**src/rtl/exmem_pipe_if.sv**
```systemverilog
// EX->MEM pipeline handshake bundle: upstream valid/ready + payload, downstream valid/ready + payload.
// Signal names are from the pipeline register's point of view (_i into it, _o out of it).
// slave = the pipeline register itself, master = the surrounding EX/MEM logic (or a bench).
interface exmem_pipe_if #(
  parameter int WB_W   = 2,
  parameter int M_W    = 2,
  parameter int DATA_W = 32,
  parameter int RD_W   = 5,
  parameter int CNT_W  = 16
);
  logic              in_valid_i;
  logic              in_ready_o;
  logic [WB_W-1:0]   wb_i;
  logic [M_W-1:0]    m_i;
  logic [DATA_W-1:0] alu_i;
  logic [DATA_W-1:0] wdata_i;
  logic [RD_W-1:0]   rd_i;
  logic              out_valid_o;
  logic              out_ready_i;
  logic [WB_W-1:0]   wb_o;
  logic [M_W-1:0]    m_o;
  logic [DATA_W-1:0] alu_o;
  logic [DATA_W-1:0] wdata_o;
  logic [RD_W-1:0]   rd_o;
  logic [CNT_W-1:0]  stall_cnt_o;

  modport slave (
    input  in_valid_i, wb_i, m_i, alu_i, wdata_i, rd_i, out_ready_i,
    output in_ready_o, out_valid_o, wb_o, m_o, alu_o, wdata_o, rd_o, stall_cnt_o
  );

  modport master (
    output in_valid_i, wb_i, m_i, alu_i, wdata_i, rd_i, out_ready_i,
    input  in_ready_o, out_valid_o, wb_o, m_o, alu_o, wdata_o, rd_o, stall_cnt_o
  );
endinterface

```
**src/rtl/exmem_pipe.sv**
```systemverilog
// EX/MEM pipeline register with a 2-entry skid buffer and a saturating back-pressure counter.
// Latency: 1 cycle from accept to out_valid_o when the main register is free (or popping).
// Backpressure: in_ready_o is registered and drops only once the skid entry is occupied.
module exmem_pipe #(
  parameter int WB_W   = 2,
  parameter int M_W    = 2,
  parameter int DATA_W = 32,
  parameter int RD_W   = 5,
  parameter int CNT_W  = 16
) (
  input  logic        clk_i,
  input  logic        rst_i,
  input  logic        flush_i,
  exmem_pipe_if.slave bus
);
  localparam int PW = WB_W + M_W + 2 * DATA_W + RD_W;

  typedef enum logic [1:0] {EMPTY = 2'd0, ONE = 2'd1, TWO = 2'd2} state_t;

  state_t            state_q, state_d;
  logic              in_ready_q, in_ready_d;
  logic [PW-1:0]     main_q, skid_q, in_pay;
  logic [CNT_W-1:0]  cnt_q;
  logic              accept, pop, out_vld;
  logic              load_main_in, load_main_skid, load_skid;

  logic [WB_W-1:0]   main_wb;
  logic [M_W-1:0]    main_m;
  logic [DATA_W-1:0] main_alu, main_wdata;
  logic [RD_W-1:0]   main_rd;

  // The main entry is valid in ONE and TWO; the skid entry only in TWO.
  assign out_vld = (state_q != EMPTY);
  assign accept  = bus.in_valid_i & in_ready_q;
  assign pop     = out_vld & bus.out_ready_i;
  assign in_pay  = {bus.wb_i, bus.m_i, bus.alu_i, bus.wdata_i, bus.rd_i};

  assign {main_wb, main_m, main_alu, main_wdata, main_rd} = main_q;

  // Control fields are masked on bubbles so an idle MEM/WB never writes anything.
  assign bus.out_valid_o = out_vld;
  assign bus.in_ready_o  = in_ready_q;
  assign bus.wb_o        = out_vld ? main_wb : '0;
  assign bus.m_o         = out_vld ? main_m  : '0;
  assign bus.alu_o       = main_alu;
  assign bus.wdata_o     = main_wdata;
  assign bus.rd_o        = main_rd;
  assign bus.stall_cnt_o = cnt_q;

  // Next-state and load selects; flush discards everything including a same-cycle accept.
  always_comb begin
    state_d        = state_q;
    load_main_in   = 1'b0;
    load_main_skid = 1'b0;
    load_skid      = 1'b0;
    unique case (state_q)
      EMPTY: begin
        if (accept) begin
          state_d      = ONE;
          load_main_in = 1'b1;
        end
      end
      ONE: begin
        if (accept && pop) begin
          load_main_in = 1'b1;
        end else if (accept) begin
          state_d   = TWO;
          load_skid = 1'b1;
        end else if (pop) begin
          state_d = EMPTY;
        end
      end
      TWO: begin
        if (pop) begin
          state_d        = ONE;
          load_main_skid = 1'b1;
        end
      end
      default: state_d = EMPTY;
    endcase
    if (flush_i) begin
      state_d        = EMPTY;
      load_main_in   = 1'b0;
      load_main_skid = 1'b0;
      load_skid      = 1'b0;
    end
    // Ready is computed from the next state so it never depends combinationally on out_ready_i.
    in_ready_d = (state_d != TWO);
  end

  // State, ready flag and both payload registers; reset wins over flush, accept and pop.
  always_ff @(posedge clk_i) begin
    if (rst_i) begin
      state_q    <= EMPTY;
      in_ready_q <= 1'b1;
      main_q     <= '0;
      skid_q     <= '0;
    end else begin
      state_q    <= state_d;
      in_ready_q <= in_ready_d;
      if (load_main_in) begin
        main_q <= in_pay;
      end else if (load_main_skid) begin
        main_q <= skid_q;
      end
      if (load_skid) begin
        skid_q <= in_pay;
      end
    end
  end

  // Back-pressure counter: counts cycles an entry is offered but refused, saturating, survives flush.
  always_ff @(posedge clk_i) begin
    if (rst_i) begin
      cnt_q <= '0;
    end else if (out_vld && !bus.out_ready_i && (cnt_q != {CNT_W{1'b1}})) begin
      cnt_q <= cnt_q + 1'b1;
    end
  end
endmodule

```
**src/flat_wrapper.sv**
```systemverilog
// flat-port wrapper written by rule: the top's interface ports become plain ports
module exmem_pipe_flat 
#(
  parameter int WB_W   = 2,
  parameter int M_W    = 2,
  parameter int DATA_W = 32,
  parameter int RD_W   = 5,
  parameter int CNT_W  = 16
)
  (clk_i, rst_i, flush_i, bus_in_valid_i, bus_wb_i, bus_m_i, bus_alu_i, bus_wdata_i, bus_rd_i, bus_out_ready_i, bus_in_ready_o, bus_out_valid_o, bus_wb_o, bus_m_o, bus_alu_o, bus_wdata_o, bus_rd_o, bus_stall_cnt_o);
  exmem_pipe_if #(.WB_W(WB_W), .M_W(M_W), .DATA_W(DATA_W), .RD_W(RD_W), .CNT_W(CNT_W)) bus_i ();
  input  logic clk_i;
  input  logic rst_i;
  input  logic flush_i;
  input wire logic [$bits(bus_i.in_valid_i)-1:0] bus_in_valid_i;
  input wire logic [$bits(bus_i.wb_i)-1:0] bus_wb_i;
  input wire logic [$bits(bus_i.m_i)-1:0] bus_m_i;
  input wire logic [$bits(bus_i.alu_i)-1:0] bus_alu_i;
  input wire logic [$bits(bus_i.wdata_i)-1:0] bus_wdata_i;
  input wire logic [$bits(bus_i.rd_i)-1:0] bus_rd_i;
  input wire logic [$bits(bus_i.out_ready_i)-1:0] bus_out_ready_i;
  output wire logic [$bits(bus_i.in_ready_o)-1:0] bus_in_ready_o;
  output wire logic [$bits(bus_i.out_valid_o)-1:0] bus_out_valid_o;
  output wire logic [$bits(bus_i.wb_o)-1:0] bus_wb_o;
  output wire logic [$bits(bus_i.m_o)-1:0] bus_m_o;
  output wire logic [$bits(bus_i.alu_o)-1:0] bus_alu_o;
  output wire logic [$bits(bus_i.wdata_o)-1:0] bus_wdata_o;
  output wire logic [$bits(bus_i.rd_o)-1:0] bus_rd_o;
  output wire logic [$bits(bus_i.stall_cnt_o)-1:0] bus_stall_cnt_o;
  assign bus_i.in_valid_i = bus_in_valid_i;
  assign bus_i.wb_i = bus_wb_i;
  assign bus_i.m_i = bus_m_i;
  assign bus_i.alu_i = bus_alu_i;
  assign bus_i.wdata_i = bus_wdata_i;
  assign bus_i.rd_i = bus_rd_i;
  assign bus_i.out_ready_i = bus_out_ready_i;
  assign bus_in_ready_o = bus_i.in_ready_o;
  assign bus_out_valid_o = bus_i.out_valid_o;
  assign bus_wb_o = bus_i.wb_o;
  assign bus_m_o = bus_i.m_o;
  assign bus_alu_o = bus_i.alu_o;
  assign bus_wdata_o = bus_i.wdata_o;
  assign bus_rd_o = bus_i.rd_o;
  assign bus_stall_cnt_o = bus_i.stall_cnt_o;
  exmem_pipe #(.WB_W(WB_W), .M_W(M_W), .DATA_W(DATA_W), .RD_W(RD_W), .CNT_W(CNT_W)) u_core (.clk_i(clk_i), .rst_i(rst_i), .flush_i(flush_i), .bus(bus_i));
endmodule
```
**config.mk**
```make
export PLATFORM = sky130hd
export DESIGN_NAME = exmem_pipe_flat
export DESIGN_NICKNAME = d
export VERILOG_FILES = /design/src/rtl/exmem_pipe_if.sv /design/src/rtl/exmem_pipe.sv /design/src/flat_wrapper.sv
export SDC_FILE = /design/constraint.sdc
export NUM_CORES = 1
export LEC_CHECK = 0
export ABC_AREA = 1
export BUFFER_PORTS_ARGS = -buffer_cell sky130_fd_sc_hd__buf_2
export CAP_MARGIN = 25
export CORE_MARGIN = 2
export CORE_UTILIZATION = 35
export DETAILED_ROUTE_END_ITERATION = 10
export GPL_ROUTABILITY_DRIVEN = 0
export PLACE_DENSITY = 0.62
export SYNTH_ARGS = -nofsm -noshare
export SYNTH_HDL_FRONTEND = slang
export SYNTH_SLANG_ARGS = --single-unit
```
**constraint.sdc**
```tcl
create_clock -name clk_i -period 1.9 [get_ports clk_i]
set_input_delay 0.095 -clock clk_i [delete_from_list [all_inputs] [get_ports clk_i]]
set_output_delay 0.095 -clock clk_i [all_outputs]
set_load 0.01 [all_outputs]
```
Yosys cells after proc, flatten, opt, wreduce, memory -nomap -nowiden:

Index checks and enable logic that the tools add are counted.

* add/sub/neg operators: 1
* equality and inequality tests: 4
* mux-type cells: 21
* bitwise logic cells: 2
* reductions and logical operators: 7

Operator list (count)
* $mux W73: 2
* $add A16 B1 Y16 const B: 1
* $mux W2: 8
* $ne A16 B16 Y1 const B: 1
* $mux W1: 9
* $pmux W2 S3: 1
* $reduce_bool A2 Y1: 2
* $logic_and A1 B1 Y1: 3
* $and A1 B1 Y1: 2
* $eq A2 B1 Y1 const B: 1
* $eq A2 B2 Y1 const B: 1
* $logic_not A2 Y1: 1
* $ne A2 B2 Y1 const B: 1
* $pmux W1 S2: 1
* $logic_not A1 Y1: 1

* flip-flop bits (word level): 165
* input bits: 78
* output and inout bits: 91
* word-level logic and storage cells: 40

Depth between registers and ports, before layout:

Gate-level depths: netlist of run 1.

* word-level depth: 8
* depth in mapped cells: 9
* gate-level depth less buffers: 9

Least setup slack after synthesis of run 1:

No wires, ideal clock.

* kind: register -> register
* start point: register u_core.cnt_q[0] (netlist: u_core.bus.stall_cnt_o[0])
* end point: register u_core.cnt_q[1] (netlist: u_core.bus.stall_cnt_o[1])
* library setup time: 116 ps
* data arrival time: 1478 ps
* required time: 1784 ps
* path slack: 306 ps
* stages on the path, launching flop included: 10
* buffers on the path: 1
* clock period less this slack: 1594 ps
* cell sequence: dfxtp_1 > ha_1 > nand2_1 > nor2_1 > nand2_1 > nor2_1 > nor2_4 > buf_6 > nor2_1 > nor2_1

* longest elaborated chain between the ends: 2
* elaborated cells between the ends (all ways): 3
* those cells by class: add/sub: 1; eq/ne: 1; reduce/logical: 1

RTL lines
* start, declared: RTL line exmem_pipe.sv:23 `logic [CNT_W-1:0] cnt_q;`
* start signal, assigned: RTL line exmem_pipe.sv:117 `cnt_q <= cnt_q + 1'b1;`
* branches (longest 2 deep; another with $add A16 B1 Y16)

Several ways; the timed one is not identified.
A chain may end at the register's enable or synchronous reset.

Worst setup path in the final report of run 1:

* start point: register u_core.cnt_q[0] (netlist: u_core.bus.stall_cnt_o[0])
* end point: register u_core.cnt_q[15] (netlist: u_core.bus.stall_cnt_o[15])

The elaborated chain is that of the path after synthesis.

==> out/qor.txt, run 1 <==
================================================================================
Wire length of the first global-routing pass                            33.04 mm
Die height                                                              152.3 um
Number of levels the H-tree was split into                                     4
Total of buffers placed on input and output ports                            168
Final Hold Vio Count                                                           0
Post-Synthesis Cells                                                         979
Detail-routed via count per cell                                           4.893
Total power consumption of the routed design                            7.970 mW
Achievable clock frequency                                            0.5985 GHz
HPWL after detailed placement                                           11.67 mm
Share of post-route cells with drive strength above 1                     20.23%
Required time of the worst setup path                                    2210 ps
Clock tree root buffer cell                                            clkbuf_16
Detailed Routing Iterations Pass 1                                             4
Routed WL                                                               19.97 mm
Class of the most critical hold timing path                            in -> reg
Cell leakage power                                                      4.694 nW
Unrepaired setup endpoints after global routing                               no
Global-route usage over all layers                                        17.07%
Arrival time of data at the critical path endpoint                       1980 ps
Number of antenna violations at the first check in global routing              1
Worst Path Buf+Inv                                                             0
Largest net degree at the start of global routing                            102
Period Utilization, post-route                                            87.94%
Layout-stage area growth over the synthesis result                        22.50%
Final Critical Period                                                    1671 ps
Post-cts gate resize count                                                     0
Crit-path slowest cell                                                   dfxtp_1
DRC violation total after the first TritonRoute iteration                    359
Final cell utilization of the core                                        43.47%
Number of ports placed on the die boundary                                   169
Average cell area after synthesis                                      7.861 um2
Setup TNS Final                                                             0 ps
Standard-cell rows                                                            54
Post-route worst setup slack                                            229.2 ps
Worst setup slack after placement                                       236.4 ps
Critical path capture point type                                            flop
Clock Latency Late Sink                                                   420 ps
Fill count                                                                 2,175
FF+latch count, synth                                                        165
VDD IR-drop max                                                      0.0005237 V
Yosys cell types                                                              28
Kind of start point of the critical path                                    flop
Maximum count of clock buffers along a single path                             2
Critical path type                                                    reg -> reg
Post-detailed-route DRC marker count                                           0
Cts bufs inserted                                                             17
Starting Density                                                          35.49%
Residual antenna-violating net count after detailed routing                    0
TritonCTS sink count                                                         165
Clock tree from TritonCTS                                                  built
Die X                                                                   152.3 um
Delay of the slowest critical-path stage                                  440 ps
Net total in the final layout                                              1,193
Worst rel slew slack                                                      57.90%
Cell family with the largest share of critical-path delay           simple AND/OR/NAND/NOR gates
Final count of negative-setup-slack endpoints                                  0
Clk slew on worst S/H paths                                                70 ps
Number of pins exceeding their max-slew limit in the final report              0
GRT overflow                                                                   0
Average detailed-routed wire length per instance                        14.18 um
Synthesized cell area                                                   7696 um2
Final worst clock skew                                                  9.847 ps
Crit-path cells                                                     ha_1 > nand2_1 > nor2_1 > nand2_1 > nor2_1 > nor2_4 > a21oi_1 > nor2_1
Most used cell, CP                                                        nor2_1
Warnings, synthesis                                                            0
Net count of the mapped netlist                                            1,058
Sequential cell area fraction in the yosys report                         42.92%
Vias after detailed routing                                                6,890
Worst-margin pin slew                                                   631.5 ps
DIE AREA                                                              23,190 um2
Maximum capacitance violations                                                 0
Vias in the first global route                                             6,501
Floorplan core area                                                   21,690 um2
Highest fanout seen on the critical path                                      17
Status                                                              complete, no violations
Total power divided by cell area                                    845.4 nW/um2
================================================================================
area by class of cell:
cell class | count | area (um2) | share of cell area [%]
diodes | 1 | 2.502 | 0.02654
clock inverters | 12 | 118.9 | 1.261
flip-flops and latches | 165 | 3303 | 35.04
well taps | 280 | 350.3 | 3.716
repair buffers | 258 | 1787 | 18.95
clock buffers | 20 | 456.7 | 4.844
multi-input cells | 649 | 3321 | 35.22
inverters | 23 | 88.84 | 0.9423
worst min-delay path, cell delays in order:
cell and delay (ps):
buf_2 100, a31oi_1 150, nor4_1 70
kinds of logic after synthesis:
| family | synth area share (%) |
|---|---|
| AOI/OAI and AO/OA | 20.00 |
| DFF | 42.92 |
| and+or+nand+nor | 22.24 |
| xor gates and xnor gates | 0.6828 |
| adders and majority gates | 0.1625 |
| buffers and inverters | 14.00 |
worst paths after layout:
path                                          startpoint                                       to  slack, ps  depth (start not counted)
setup reg to reg  u_core.bus.stall_cnt_o[0]$_SDFFE_PP0P_  u_core.bus.stall_cnt_o[15]$_SDFFE_PP0P_        230                          8
hold reg to reg           u_core.skid_q[22]$_SDFFE_PP0P_           u_core.skid_q[22]$_SDFFE_PP0P_        500                          2
hold / removal                            bus_in_valid_i             u_core.state_q[1]$_SDFF_PP0_         50                          3
setup / recovery  u_core.bus.stall_cnt_o[0]$_SDFFE_PP0P_  u_core.bus.stall_cnt_o[15]$_SDFFE_PP0P_        230                          8
cells in the mapped netlist:
| master | count | share of area [%] |
|---|---|---|
| a21oi_1 | 13 | 0.85 |
| a31oi_1 | 1 | 0.081 |
| buf_2 | 14 | 0.91 |
| buf_4 | 79 | 7.7 |
| buf_6 | 19 | 2.8 |
| clkbuf_1 | 29 | 1.4 |
| clkbuf_2 | 1 | 0.065 |
| dfxtp_1 | 165 | 43 |
| ha_1 | 1 | 0.16 |
| inv_1 | 21 | 1.0 |
| inv_2 | 2 | 0.098 |
| nand2_1 | 130 | 6.3 |
| nand2_2 | 1 | 0.081 |
| nand3_1 | 79 | 5.1 |
| nand3_4 | 1 | 0.23 |
| nand4_1 | 6 | 0.49 |
| nor2_1 | 183 | 8.9 |
| nor2_4 | 5 | 0.73 |
| nor3_2 | 1 | 0.13 |
| nor3b_1 | 1 | 0.098 |
| nor4_1 | 1 | 0.081 |
| o211a_1 | 69 | 9.0 |
| o211ai_1 | 4 | 0.39 |
| o21ai_0 | 101 | 6.6 |
| o21ai_1 | 45 | 2.9 |
| o21ai_4 | 1 | 0.21 |
| xnor2_1 | 2 | 0.23 |
| xor2_1 | 4 | 0.46 |
placed cells by master (no fill, tap or decap), types with 10 or more instances in the layout:
master	instances
clkbuf_16	17
a21oi_1	13
dlygate4sd3_1	73
nand2_1	130
o211a_1	69
nand3_1	79
nor2_1	183
o21ai_0	101
buf_2	168
buf_4	10
inv_1	20
o21ai_1	45
dfxtp_1	165
state kept, by name, indices dropped and copies added (netlist names):
signal / cells
u_core.bus.in_ready_o: 1
u_core.bus.stall_cnt_o: 16
u_core.skid_q: 73
u_core.main_q: 73
u_core.state_q: 2
metrics by stage:
step           hold WS, ps  area [um2]  std cells
3_5_place_dp         341.1        8119       1302
6_report             52.79        9428       1408
2_1_floorplan        164.1        7696        979
4_1_cts              26.38        9425       1407
5_1_grt              57.12        9425       1407
3_3_place_gp         335.3        8119       1302
power by group:
part	switching [mW]	internal, mW	leakage [nW]
clock network	1.51	1.90	0.268
registers	0.0716	3.61	1.35
logic	0.467	0.417	3.08
what timing repair did:
action / 4_1_cts / 5_1_grt
hold buffers: 73 / 0
endpoints found under the hold margin: 146 / 0
setup buffers: 0 / 0
metal layers:
layer	vias to the layer above	global-route usage [%]	routed length, um
met5	-	0	0
met4	0	5.073	352
met3	21	3.896	946
met2	172	27.71	9244
met1	3205	22.72	9425
li1	3492	-	-
Note: power is estimated with default switching activity, not from simulation.
==> inputs of run 2 (changes only) <==
--- a/config.mk
+++ b/config.mk
@@ -10,9 +10,10 @@
 export CAP_MARGIN = 25
 export CORE_MARGIN = 2
 export CORE_UTILIZATION = 35
+export CTS_BUF_LIST = sky130_fd_sc_hd__clkbuf_8
 export DETAILED_ROUTE_END_ITERATION = 10
 export GPL_ROUTABILITY_DRIVEN = 0
-export PLACE_DENSITY = 0.62
+export PLACE_DENSITY = 0.57
 export SYNTH_ARGS = -nofsm -noshare
 export SYNTH_HDL_FRONTEND = slang
 export SYNTH_SLANG_ARGS = --single-unit
==> run 2 against run 1 <==
Against the previous run: sequential cell count unchanged; via count decreased by 0.25%; final cell count rose by 0.14%; global-route usage is 0.31 points higher; register-to-register slack better by 60 ps; total power down 11%; non-clock buffer count grew 3; combinational power grew 0.7%; fmax increased by 3.5%; clock power down 27%; sequential power hardly changed.
==> out/qor.txt, run 2 (synthesized netlist as in run 1, its figures left out) <==
================================================================================
FF-to-FF setup slack                                                      290 ps   was 230 ps
Share of power burned in registers                                         52.1%   was 46.2%
Worst Path Buf+Inv                                                             1   was 0
Starting Density                                                          35.49%   unchanged
Cts bufs inserted                                                             17   unchanged
Net total in the final layout                                              1,196   was 1,193
Clock tree from TritonCTS                                                  built   unchanged
Final Critical Period                                                    1615 ps   was 1671 ps
Die X                                                                   152.3 um   unchanged
Hold_buf cts                                                                  75   was 73
Number of levels the H-tree was split into                                     4   unchanged
HPWL after detailed placement                                           11.88 mm   was 11.67 mm
Vias in the first global route                                             6,407   was 6,501
Crit-path cells                                                     nand3_4 > nor2_4 > buf_12 > nand2_1 > nand3_1 > o211a_1   was ha_1 > nand2_1 > nor2_1 > nand2_1 > nor2_1 > nor2_4 > a21oi_1 > nor2_1
Start point of the worst min-delay path                             bus_out_ready_i   was bus_in_valid_i
Delay of the slowest critical-path stage                                  480 ps   was 440 ps
Class of the most critical hold timing path                            in -> reg   unchanged
Final count of negative-setup-slack endpoints                                  0   unchanged
Critical R2R Capture                                                u_core.main_q[14]$_SDFFE_PP0P_   was u_core.bus.stall_cnt_o[15]$_SDFFE_PP0P_
Critical path capture point type                                            flop   unchanged
Final worst clock skew                                                  11.33 ps   was 9.847 ps
Average detailed-routed wire length per instance                        14.33 um   was 14.18 um
Power spent charging and discharging nets                               1.880 mW   was 2.046 mW
Number of diodes added for antenna fixing                                      0   was 1
Share of post-route cells with drive strength above 1                     20.00%   was 20.23%
Vias after detailed routing                                                6,873   was 6,890
Detail-routed via count per cell                                           4.874   was 4.893
Clock Latency Late Sink                                                   450 ps   was 420 ps
DIE AREA                                                              23,190 um2   unchanged
Min-Delay Endpoint                                                  u_core.state_q[1]$_SDFF_PP0_   unchanged
Number of ports placed on the die boundary                                   169   unchanged
Maximum capacitance violations                                                 0   unchanged
Area of the multi-input gates                                           3321 um2   unchanged
Period Utilization, post-route                                            84.98%   was 87.94%
Global-route usage over all layers                                        17.38%   was 17.07%
TritonCTS sink count                                                         165   unchanged
Critical path type                                                    reg -> reg   unchanged
Cell family with the largest share of critical-path delay           simple AND/OR/NAND/NOR gates   unchanged
Wire length of the first global-routing pass                            33.37 mm   was 33.04 mm
DRC violation total after the first TritonRoute iteration                    364   was 359
Total power divided by cell area                                    763.1 nW/um2   was 845.4 nW/um2
Routed WL                                                               20.20 mm   was 19.97 mm
Part of the total power dissipated in combinational logic                  12.6%   was 11.1%
Status                                                              complete, no violations   unchanged
Layout-stage area growth over the synthesis result                        20.24%   was 22.50%
Arrival time of data at the critical path endpoint                       2010 ps   was 1980 ps
Post-detailed-route DRC marker count                                           0   unchanged
GRT overflow                                                                   0   unchanged
Final Hold Vio Count                                                           0   unchanged
Clock tree root buffer cell                                             clkbuf_8   was clkbuf_16
Worst rel slew slack                                                      63.48%   was 57.90%
Depth of the worst register-to-register path                                   6   was 8
Most common library cell in the layout ignoring fill and taps             nor2_1   unchanged
Clk network pwr share                                                      35.3%   was 42.7%
Clk slew on worst S/H paths                                                90 ps   was 70 ps
Total power consumption of the routed design                            7.062 mW   was 7.970 mW
Commonest non-fill, non-tap cells in the layout                     183 x nor2_1, 168 x buf_2, 165 x dfxtp_1   unchanged
Maximum count of clock buffers along a single path                             2   unchanged
Switching portion of total power                                          26.62%   was 25.67%
Crit-path slowest cell                                                   dfxtp_1   unchanged
Number of antenna violations at the first check in global routing              0   was 1
Worst hold path stage count                                                    4   was 3
Worst-margin pin slew                                                   547.8 ps   was 631.5 ps
Setup TNS Final                                                             0 ps   unchanged
Cell leakage power                                                      4.635 nW   was 4.694 nW
Unrepaired setup endpoints after global routing                               no   unchanged
Largest net degree at the start of global routing                             97   was 102
Total of buffers placed on input and output ports                            168   unchanged
Fill count                                                                 2,221   was 2,175
Die height                                                              152.3 um   unchanged
Highest fanout seen on the critical path                                      39   was 17
VDD IR-drop max                                                      0.0003616 V   was 0.0005237 V
Sequential Area                                                         3303 um2   unchanged
Number of pins exceeding their max-slew limit in the final report              0   unchanged
Achievable clock frequency                                            0.6193 GHz   was 0.5985 GHz
Required time of the worst setup path                                    2300 ps   was 2210 ps
Post-CTS setup-driven buffer insertion count                                   0   unchanged
Post-cts gate resize count                                                     0   unchanged
Detailed Routing Iterations Pass 1                                             5   was 4
Crit Reg-Reg Startpoint                                             u_core.state_q[1]$_SDFF_PP0_   was u_core.bus.stall_cnt_o[0]$_SDFFE_PP0P_
Residual antenna-violating net count after detailed routing                    0   unchanged
Cell-internal power                                                     5.182 mW   was 5.924 mW
Kind of start point of the critical path                                    flop   unchanged
Standard-cell rows                                                            54   unchanged
Floorplan core area                                                   21,690 um2   unchanged
================================================================================
-- run 2: changes by cell type in the layout (fill, tap and decap cells not counted), moves of 2 or more --
cell           previous run  this run
clkbuf_16                17         0
clkbuf_8                  2        17
inv_1                    20        24
clkinvlp_4                5         3
dlygate4sd3_1            73        75
-- run 2: power by group through the flow --
stage	sequential, mW	clock, mW	combinational [mW]
floorplan	3.74	0	0.631
global placement	3.76	0	0.767
detailed placement	3.76	0	0.778
CTS	3.68	2.61	0.898
global route	3.70	2.73	0.994
finish	3.68	2.49	0.890
-- run 2: per-layer routing --
layer,up-vias,global-route usage [%],part of all wire [%]
met1,3179,23.04,47
met5,-,0,0
met3,19,3.982,5.7
met4,0,5.207,1.3
met2,189,28.29,46
li1,3486,-,-
-- run 2: area by class of cell --
| type | count | area share (%) |
|---|---|---|
| multi-input combinational | 649 | 35.88 |
| timing repair buffer | 261 | 19.61 |
| inverter | 23 | 0.9600 |
| clock inverter | 15 | 1.541 |
| clock buffer | 17 | 2.528 |
| sequential | 165 | 35.69 |
| tap | 280 | 3.786 |
-- run 2: through the flow --
stage	worst slack, ps	hold WS, ps	utilization, %	std cells	cell area (um2)
after floorplan	306.4	164.1	-	979	7696
after global placement	314.0	337.9	37.47	1303	8127
after detailed placement	275.6	343.4	37.47	1303	8127
after CTS	268.0	100.0	42.67	1410	9254
after global routing	58.99	136.9	42.67	1410	9254
final	285.3	142.8	42.67	1410	9254
-- run 2: worst max path at each step --
stage / start / to / depth (start not counted)
after floorplan: u_core.bus.stall_cnt_o[0]$_SDFFE_PP0P_ / u_core.bus.stall_cnt_o[1]$_SDFFE_PP0P_ / 9
after global placement: u_core.state_q[1]$_SDFF_PP0_ / u_core.main_q[70]$_SDFFE_PP0P_ / 7
after detailed placement: u_core.state_q[1]$_SDFF_PP0_ / u_core.main_q[24]$_SDFFE_PP0P_ / 6
after CTS: u_core.state_q[1]$_SDFF_PP0_ / u_core.main_q[24]$_SDFFE_PP0P_ / 6
after global routing: u_core.bus.stall_cnt_o[1]$_SDFFE_PP0P_ / u_core.bus.stall_cnt_o[13]$_SDFFE_PP0P_ / 9
final: u_core.state_q[1]$_SDFF_PP0_ / u_core.main_q[14]$_SDFFE_PP0P_ / 6
-- run 2: tightest hold or removal path: stages --
cell	delay [ps]
buf_2	160
nor2_4	70
inv_1	130
nor4_1	90
